$ cat src/rtl/uart_avalon_host.sv
// Avalon-MM initiator for the RS232 UART s1 port: polls status, drains RX bytes
// into a one-entry holding register, feeds TX bytes from a small FIFO, clears errors.
`timescale 1ns/1ps
module uart_avalon_host #(
  parameter int TX_DEPTH = 4,
  parameter int ERRW     = 8
) (
  input  logic            clk_clk,
  input  logic            reset_reset_n,
  output logic [2:0]      uart_address,
  output logic            uart_begintransfer,
  output logic            uart_chipselect,
  output logic            uart_read_n,
  output logic            uart_write_n,
  output logic [15:0]     uart_writedata,
  input  logic [15:0]     uart_readdata,
  input  logic [7:0]      tx_data,
  input  logic            tx_valid,
  output logic            tx_ready,
  output logic [7:0]      rx_data,
  output logic            rx_valid,
  input  logic            rx_ready,
  output logic [ERRW-1:0] err_count
);

  localparam int PW = $clog2(TX_DEPTH);
  localparam int CW = PW + 1;

  typedef enum logic [2:0] {IDLE, POLL, CLR, RD_RX, WR_TX} state_t;

  state_t          state_q, state_d;
  logic            phase_q, phase_d;   // 0 = cycle A, 1 = cycle B
  logic [7:0]      fifo_mem [TX_DEPTH];
  logic [PW-1:0]   wr_ptr_q, wr_ptr_d, rd_ptr_q, rd_ptr_d;
  logic [CW-1:0]   count_q, count_d;
  logic [7:0]      rx_data_q, rx_data_d;
  logic            rx_valid_q, rx_valid_d;
  logic [ERRW-1:0] err_q, err_d;
  logic            push, pop;
  logic            unused_status;

  assign unused_status = ^{uart_readdata[15:9], uart_readdata[5:0]};

  assign tx_ready  = (count_q < CW'(TX_DEPTH));
  assign push      = tx_valid & tx_ready;
  assign pop       = (state_q == WR_TX) & phase_q;
  assign rx_data   = rx_data_q;
  assign rx_valid  = rx_valid_q;
  assign err_count = err_q;

  always_ff @(posedge clk_clk or negedge reset_reset_n) begin
    if (!reset_reset_n) begin
      state_q    <= IDLE;
      phase_q    <= 1'b0;
      wr_ptr_q   <= '0;
      rd_ptr_q   <= '0;
      count_q    <= '0;
      rx_data_q  <= '0;
      rx_valid_q <= 1'b0;
      err_q      <= '0;
    end else begin
      state_q    <= state_d;
      phase_q    <= phase_d;
      wr_ptr_q   <= wr_ptr_d;
      rd_ptr_q   <= rd_ptr_d;
      count_q    <= count_d;
      rx_data_q  <= rx_data_d;
      rx_valid_q <= rx_valid_d;
      err_q      <= err_d;
    end
  end

  // FIFO storage carries no reset; only the pointers and count define its contents.
  always_ff @(posedge clk_clk) begin
    if (push) fifo_mem[wr_ptr_q] <= tx_data;
  end

  always_comb begin
    wr_ptr_d = push ? wr_ptr_q + PW'(1) : wr_ptr_q;
    rd_ptr_d = pop  ? rd_ptr_q + PW'(1) : rd_ptr_q;
    count_d  = count_q;
    case ({push, pop})
      2'b10:   count_d = count_q + CW'(1);
      2'b01:   count_d = count_q - CW'(1);
      default: count_d = count_q;
    endcase
  end

  always_comb begin
    state_d    = state_q;
    phase_d    = phase_q;
    rx_data_d  = rx_data_q;
    rx_valid_d = rx_valid_q & ~rx_ready;
    err_d      = err_q;
    case (state_q)
      IDLE: begin
        state_d = POLL;
        phase_d = 1'b0;
      end
      default: begin
        if (!phase_q) begin
          phase_d = 1'b1;
        end else begin
          phase_d = 1'b0;
          state_d = IDLE;
          if (state_q == POLL) begin
            // Decision uses the pre-poll rx_valid and FIFO count, not this cycle's updates.
            if (uart_readdata[8]) begin
              state_d = CLR;
              if (err_q != '1) err_d = err_q + ERRW'(1);
            end else if (uart_readdata[7] && !rx_valid_q) begin
              state_d = RD_RX;
            end else if (uart_readdata[6] && (count_q != '0)) begin
              state_d = WR_TX;
            end
          end
          if (state_q == RD_RX) begin
            rx_data_d  = uart_readdata[7:0];
            rx_valid_d = 1'b1;
          end
        end
      end
    endcase
  end

  always_comb begin
    uart_chipselect    = (state_q != IDLE);
    uart_begintransfer = (state_q != IDLE) & ~phase_q;
    uart_read_n        = ~((state_q == POLL) | (state_q == RD_RX));
    uart_write_n       = ~((state_q == CLR) | (state_q == WR_TX));
    uart_address       = 3'd0;
    uart_writedata     = 16'h0000;
    case (state_q)
      POLL, CLR: uart_address = 3'd2;
      WR_TX: begin
        uart_address   = 3'd1;
        uart_writedata = {8'h00, fifo_mem[rd_ptr_q]};
      end
      default: uart_address = 3'd0;
    endcase
  end

endmodule

$ cat config.mk
export PLATFORM = sky130hd
export DESIGN_NAME = uart_avalon_host
export DESIGN_NICKNAME = d
export VERILOG_FILES = /design/src/rtl/uart_avalon_host.sv
export SDC_FILE = /design/constraint.sdc
export NUM_CORES = 1
export LEC_CHECK = 0
export ABC_AREA = 1
export CAP_MARGIN = 20
export CORE_MARGIN = 2
export CORE_UTILIZATION = 49
export CTS_CLUSTER_DIAMETER = 100
export DETAILED_ROUTE_END_ITERATION = 16
export GPL_TIMING_DRIVEN = 0
export PLACE_DENSITY = 0.79
export SYNTH_ARGS = -nofsm -noshare
export SYNTH_HDL_FRONTEND = slang
export SYNTH_SLANG_ARGS = --single-unit
$ cat constraint.sdc
create_clock -name clk_clk -period 2.65 [get_ports clk_clk]
set_input_delay 0.265 -clock clk_clk [delete_from_list [all_inputs] [get_ports clk_clk]]
set_output_delay 0.265 -clock clk_clk [all_outputs]
set_load 0.01 [all_outputs]
-- Word-level counts from Yosys, hierarchy flattened
Memories as Yosys holds them, arrays and structs flattened.
Index checks and enable logic that the tools add are counted.
- $lt $le $gt $ge: 1
- eq/ne operators: 7
- reduce and logical (&&, ||, !) cells: 11
- bitwise gates (word level): 11
- add/sub/neg operators: 5
- muxes and demuxes: 16
- operators by type and width (operator ; count):
    3-bit two-way mux ; 6
    8-bit by 1-bit adder with 8-bit output (second input constant) ; 1
    8-bit two-way mux ; 1
    8-bit != test (second input constant) ; 1
    1-bit two-way mux ; 7
    3-bit by 2-bit equality test with 1-bit output (second input constant) ; 2
    3-bit one-hot mux with 2 select lines ; 1
    3-bit nonzero test ; 2
    1-bit NOT ; 5
    5-bit AND reduction ; 1
    2-bit by 1-bit adder with 2-bit output (second input constant) ; 2
    1-bit AND ; 4
    2-bit one-hot mux with 2 select lines ; 1
    2-bit nonzero test ; 2
    3-bit by 1-bit adder with 3-bit output (second input constant) ; 1
    3-bit by 1-bit equality test with 1-bit output (second input constant) ; 1
    3-bit equality test (second input constant) ; 1
    3-bit zero test ; 1
    3-bit < comparator (second input constant) ; 1
    3-bit AND reduction ; 1
    3-bit by 1-bit subtractor with 3-bit output (second input constant) ; 1
    2-bit by 1-bit equality test with 1-bit output (second input constant) ; 1
    2-bit equality test (second input constant) ; 1
    1-bit logical AND ; 2
    3 further kinds ; 4
- memories: 1
- register bits after elaboration: 28
- bits in writable memories: 32
- output and inout bits: 41
- memories (memory ; depth ; bits a word ; read ports ; clocked after memory_dff ; wr ports ; line ; text):
    fifo_mem ; 4 ; 8 ; 1 ; 0 ; 1 ; 33 ; logic [7:0] fifo_mem [TX_DEPTH];

-- Depth between registers and ports, before layout
Gate-level depths: netlist (run 1).
- depth after elaboration: 8
- mapped depth: 9
- gate-level depth less buffers: 9

-- Worst setup path before layout (run 1)
No wires, ideal clock.
- path kind: register -> register
- start point: register state_q[0]
- end point: register count_q[2]
- period minus slack after synthesis: 1.969 ns
- cell stages (with the launch flop): 10
- arrival time: 1.838 ns
- slack: 0.681 ns
- buffers on the path: 0
- path through: dfrtp_1 -> nor2_2 -> nand2_2 -> nor2_4 -> ha_1 -> inv_1 -> fa_1 -> a21oi_1 -> o21ai_0 -> xor2_1
- cells in the longest elaborated chain, start to end: 4
- elaborated cells on any way between the ends: 6
- ends and longest elaborated chain (what ; line ; text):
    start, declared ; 31 ; state_t state_q, state_d;
    start signal, assigned ; 62 ; state_q <= state_d;
    3-bit equality test (*) ; 46 ; assign pop = (state_q == WR_TX) & phase_q;
    1-bit AND (*) ; 46 ;
    via pop ; 39 ; logic push, pop;
    2-bit by 1-bit equality test with 1-bit output or 2-bit equality test (tied branches) ; 82 ; case ({push, pop})
    3-bit one-hot mux with 2 select lines or 2-bit nonzero test (tied branches) ; - ;
    end signal, assigned ; 66 ; count_q <= count_d;
    end, declared ; 35 ; logic [CW-1:0] count_q, count_d;
Mark *: on every way through the listed nets, which the timed path passes. The rest lies on a longest branch.
A chain may end at the register's enable or synchronous reset.

-- Worst setup path in the final report (run 1)
- start point: register rd_ptr_q[1]
- end point: output port uart_writedata[1]
- cells in the longest elaborated chain, start to end: 2
- ends and longest elaborated chain (what ; line ; text):
    start, declared ; 34 ; logic [PW-1:0] wr_ptr_q, wr_ptr_d, rd_ptr_q, rd_ptr_d;
    start signal, assigned ; 65 ; rd_ptr_q <= rd_ptr_d;
    memory 4 x 8 bit ; - ;
    8-bit two-way mux ; 133 ; case (state_q)
    end, declared ; 15 ; output logic [15:0] uart_writedata,
Every way passes these cells.

==> metrics, run 1 <==
met1 wire length 2360 microns; Worst Path Arrival 2.18 ns; relative slew slack 44.7%; max-cap violations 0; Vias per Instance 4.78; Final setup violation count 0; DP Worst Slack 0.423 ns; Num CTS Buffers 9; DRT Wirelength 5460 microns; Clk Latency, worst-skew pair 0.34 ns; slowest CP cell clkdlybuf4s50_1; Fin. Hold Viols 0; final slew viol count 0; WS Path Type flip-flop to output pin; largest net degree at the start of global routing 16; Global Route Usage Sum 19.1%; Placer Congestion 0.804; post-synthesis register bit count 60; CP cell instances buf_2 > clkinv_1 > nor2_1 > o21ai_0 > a21oi_1 > clkdlybuf4s50_1; # hold bufs at CTS 0; Max Fclk 409 MHz; Die Area 6380 sq um; Final min period 2.44 ns; DRT Pass-1 Iters 4; chip height 79.9 microns; DRT antenna net count 0; post-synthesis cell type count 27; Buf/Inv on CP 3; Synth top area share 34.1%; hpwl dp 3900 microns; status complete, no violations; sequential share of the synthesized area 58.9%; Crit path max-delay family buffers and inverters; fin nets 395; ranking of synthesized cells by area edfxtp_1, dfrtp_1, nand2_1; share of cells above drive strength 1 12.1%; Core ar. 5540 sq um; Top Metal Used met4; CP endpoint kind output pin; Yosys top cell by area edfxtp_1; Post-Syn Instances 289; wire length on met3 181 microns; Final period util 92.3%; number of global-route vias before repair 1978; gr ovfl total 0; Top Ports 69; Ant. Diodes 0; H-tree depth 3; hold crit path type input pin to asynchronous set/reset pin; Power per Cell Area 866 nW/um^2; clock skew after layout 0.00664 ns; RSZ-0062 raised after global routing no; VDD IR max 0.560 mV; Iter 0 DRT Violations 82; worst slew pin tran 0.826 ns; area growth from synthesis to layout 29.9%; Fin Setup TNS 0 ns; first-pass GRT wire length 9000 microns; CP Launch Type flip-flop; CP max stage delay 0.56 ns; register clock-pin slew on the reported worst setup and hold paths 0.06 ns; Post-route DRC 0; # rows 27; Detail Route met2 WL 2770 microns; final non-filler cell total 437; Worst EP required 2.38 ns; wire length per cell 12.5 microns; Fin Hold WS 0.344 ns; CTS tree done; clock root cell clkbuf_8; Max Fanout on Critical Path 9; Static Leak 0.00158 uW; width of the die 79.9 microns; detailed-route via count 2087; Yosys Warn Count 0; setup bufs post-CTS 0; PnR worst setup slack 0.205 ns; initial core utilization 50.9%; # clock sinks 60; syn avg cell area 9.75 sq um; placed insts 422; post-CTS sizing 0; Mapped Area 2820 sq um; clk buf depth 2; port bufs 52; initial antenna violation count 0
[cell type report]
type,count,area [sq um]
sequential,60,1660
clock inverter,1,5.00
timing repair buffer,53,536
fill,445,1880
clock buffer,15,186
tap,72,90.1
multi-input combinational,189,968
buffer,13,87.6
inverter,34,128
[kinds of logic (layout without fill, tap and decap cells)]
family	count (synthesis)	count (layout)	synth area share, %
adder cells (fa/ha/maj)	7	7	3.37
buffers and inverters	48	116	7.77
flip-flops	60	60	58.9
other	1	9	0.133
XOR/XNOR	8	8	2.49
AND/OR/NAND/NOR	122	122	19.6
AO/OA/AOI/OAI	43	43	7.68
[Yosys cell counts]
| library cell | instances |
|---|---|
| a21oi_1 | 13 |
| nand3b_1 | 1 |
| nand2_2 | 1 |
| o22ai_1 | 1 |
| xnor2_1 | 3 |
| buf_4 | 9 |
| nor2_4 | 2 |
| edfxtp_1 | 32 |
| nor2_1 | 44 |
| o21ai_0 | 28 |
| inv_1 | 30 |
| xor2_1 | 5 |
| nor2_2 | 3 |
| o21ai_1 | 1 |
| nand4_1 | 3 |
| ha_1 | 6 |
| fa_1 | 1 |
| conb_1 | 1 |
| nand3_1 | 9 |
| buf_2 | 4 |
| nand3_2 | 4 |
| inv_2 | 3 |
| dfrtp_1 | 28 |
| clkbuf_1 | 1 |
| nand2_4 | 3 |
| clkinv_1 | 1 |
| nand2_1 | 52 |
[worst paths after layout]
path,slack [ns],start,end,depth (start not counted)
worst max-delay path,0.21,rd_ptr_q[1],uart_writedata[1],6
worst min-delay path,0.34,reset_reset_n,err_count[1],1
worst max register to register,0.40,state_q[0],count_q[2],9
worst min register to register,0.48,count_q[0],count_q[0],1
max in group asynchronous,1.76,reset_reset_n,count_q[2],2
min in group clk_clk,0.48,count_q[0],count_q[0],1
[placed cells by master (no fill, tap or decap), types with 2 or more instances in the layout]
cell,synthesis,routed
nand2_1,52,52
clkdlybuf4s50_1,0,52
nor2_1,44,44
edfxtp_1,32,32
inv_1,30,30
o21ai_0,28,28
dfrtp_1,28,28
a21oi_1,13,13
clkbuf_8,0,13
nand3_1,9,9
buf_4,9,9
conb_1,1,9
ha_1,6,6
xor2_1,5,5
buf_2,4,4
nand3_2,4,4
nor2_2,3,3
inv_2,3,3
nand2_4,3,3
xnor2_1,3,3
nand4_1,3,3
nor2_4,2,2
clkbuf_1,1,2
[worst reg2reg max path, cell delays in order, from the launching register on]
cell and delay, ns:
dfrtp_1 0.47, nor2_2 0.23, nand2_2 0.22, nor2_4 0.20
ha_1 0.17, inv_1 0.07, fa_1 0.38, a21oi_1 0.14
o21ai_0 0.11, xor2_1 0.15
[registers in the layout (all words and copies together) (netlist names)]
register and cells:
err_count 8, rx_valid 1, state_q 3, wr_ptr_q 2, rd_ptr_q 2, phase_q 1, count_q 3, rx_data 8
fifo_mem 32
[stage by stage]
step           cell area (sq um)  util [%]  power, uW
6_report                    3660      66.1       3170
5_1_grt                     3660      66.1       3380
4_1_cts                     3670      66.2       3200
3_5_place_dp                3470      62.7       2440
3_3_place_gp                3460      62.4       2400
2_1_floorplan               2850         -       1910
[routing by layer]
layer | vias up | track usage, %
met3 | 11 | 3.62
li1 | 1061 | -
met5 | - | 0
met2 | 46 | 32.0
met1 | 969 | 23.1
met4 | 0 | 10.8
[report_power, final]
part           total, uW  switching [uW]  internal, uW  leakage, uW
clock network        770             329           441    0.0000997
registers           1280             132          1140     0.000636
logic               1130             609           517     0.000842
total               3170            1070          2100      0.00158
Note: power is estimated with default switching activity, not from simulation.
==> run 2, diff against run 1 <==
--- a/config.mk
+++ b/config.mk
@@ -5,10 +5,9 @@
 export SDC_FILE = /design/constraint.sdc
 export NUM_CORES = 1
 export LEC_CHECK = 0
-export ABC_AREA = 1
 export CAP_MARGIN = 20
 export CORE_MARGIN = 2
-export CORE_UTILIZATION = 49
+export CORE_UTILIZATION = 48
 export CTS_CLUSTER_DIAMETER = 100
 export DETAILED_ROUTE_END_ITERATION = 16
 export GPL_TIMING_DRIVEN = 0
==> metrics, run 2 <==
Yosys Warn Count 0; RSZ-0062 raised after global routing no; Ant. Diodes 0; Final min period 2.41 ns; post-synthesis register bit count 60; post-synthesis cell type count 33; number of global-route vias before repair 1582; M3 GR Usage 3.18%; most frequent cells in the layout clkdlybuf4s50_1, edfxtp_1, dfrtp_1; DRT antenna net count 0; relative slew slack 60.1%; Global Route Usage Sum 16.9%; Core ar. 5440 sq um; register clock-pin slew on the reported worst setup and hold paths 0.06 ns; share of async-settable or async-resettable flops after synthesis 46.7%; Top Ports 69; width of the die 78.8 microns; Iter 0 DRT Violations 80; Util after Layout 65.5%; gr busiest metal met2; Max Fanout on Critical Path 9; Max Fclk 415 MHz; CTS tree done; first-pass GRT wire length 7760 microns; Final period util 91.0%; number of synthesized flops with an enable pin 32; Die Area 6200 sq um; Final setup violation count 0; port bufs 52; clock skew after layout 0.00564 ns; Power per Cell Area 969 nW/um^2; Fin. Hold Viols 0; share of cells above drive strength 1 18.8%; chip height 78.8 microns; detailed-route via count 1628; gr ovfl total 0; Fin Setup TNS 0 ns; initial core utilization 49.3%; Yosys top cell by area edfxtp_1; clk buf depth 2; Worst Path Arrival 2.15 ns; status complete, no violations; VDD IR max 0.758 mV; DRT Pass-1 Iters 4; commonest non-fill, non-tap cell in the layout clkdlybuf4s50_1; CP Launch Type flip-flop; max reg flops 32; ranking of synthesized cells by area edfxtp_1, dfrtp_1, mux4_2; Synth top area share 35.8%; Fin Hold WS 0.313 ns; Top FF cell, synth edfxtp_1; initial antenna violation count 0; Placer Congestion 0.732; DRT Wirelength 4710 microns; # rows 27; largest net degree at the start of global routing 19; hold crit path type input pin to asynchronous set/reset pin; area growth from synthesis to layout 32.8%; sequential share of the synthesized area 61.9%; R2R depth 9; Mapped Area 2680 sq um; Num CTS Buffers 9; Top reg by flops fifo_mem; area of the multi-input gates 917 sq um; WS Path Type flip-flop to output pin; CP endpoint kind output pin; syn avg cell area 14.6 sq um; Post-route DRC 0; # fillers 403; # hold bufs at CTS 0; Vias per Instance 4.89; top cells by count, synth edfxtp_1, dfrtp_1, and2_1, buf_4, nand2_1; met1 Track Usage GR 22.0%; Worst EP required 2.38 ns; worst slew pin tran 0.597 ns; fin nets 291; wire length per cell 14.2 microns; Seq. cell area 1660 sq um; Post-Syn Instances 184; clock root cell clkbuf_8; grt met2 use 26.2%; Static Leak 0.00142 uW; hpwl dp 3310 microns; most common cell in the netlist edfxtp_1; Clk Latency, worst-skew pair 0.33 ns; # clock sinks 60; final slew viol count 0; max-cap violations 0; setup slack, reg-to-reg 0.35 ns; H-tree depth 3
[run 2: kinds of logic (layout without fill, tap and decap cells)]
family | count (synthesis) | count (layout) | synth area share (%)
compound gates | 12 | 12 | 2.52
xor+xnor | 10 | 10 | 3.27
fa+ha+maj | 7 | 7 | 3.54
buf+inv | 25 | 94 | 5.22
flops | 60 | 60 | 61.9
mux | 21 | 21 | 12.2
other cells | 1 | 9 | 0.140
simple gates | 48 | 48 | 11.2
[run 2: layout make-up]
class | count | area share [%]
clock inverter | 7 | 2.28
buffer | 15 | 2.88
timing repair buffer | 53 | 15.4
tap | 72 | 2.53
sequential | 60 | 46.6
clock buffer | 9 | 3.48
inverter | 10 | 1.05
multi-input combinational | 107 | 25.7
[run 2: path summary, 6_finish.rpt]
| check | to | start |
|---|---|---|
| setup / recovery | uart_writedata[3] | rd_ptr_q[1] |
| hold / removal | err_count[4] | reset_reset_n |
| setup reg to reg | count_q[2] | state_q[1] |
| hold reg to reg | err_count[4] | err_count[4] |
| max in group asynchronous | count_q[0] | reset_reset_n |
| min in group clk_clk | rx_valid | rx_ready |
[run 2: critical path, cell delays in order, from the launching register on]
cell and delay, ns:
dfrtp_1 0.33, clkbuf_1 0.45, mux4_2 0.40, and2_1 0.17
clkdlybuf4s50_1 0.47
[run 2: power breakdown]
group	switching (uW)	internal, uW
clock	343	516
combinational	565	667
sequential	124	1240
[run 2: metal layers]
layer,routed length [microns],vias to the layer above
li1,-,784
met1,2020,793
met2,2370,40
met3,175,11
met4,153,0
met5,0,-
[run 2: what timing repair did]
action                     CTS  global route
hold endpoints to repair     0             0
setup endpoints to repair    0             1
setup buffers                0             0
resized for setup            0             1
[run 2: through the flow]
| step | setup WS [ns] | cell area [sq um] | cells | total power [uW] |
|---|---|---|---|---|
| floorplan | 0.484 | 2710 | 192 | 2080 |
| global placement | 0.258 | 3320 | 316 | 2560 |
| detailed placement | 0.185 | 3350 | 317 | 2600 |
| CTS | 0.148 | 3560 | 333 | 3480 |
| global route | 0.135 | 3560 | 333 | 3650 |
| finish | 0.239 | 3560 | 333 | 3450 |
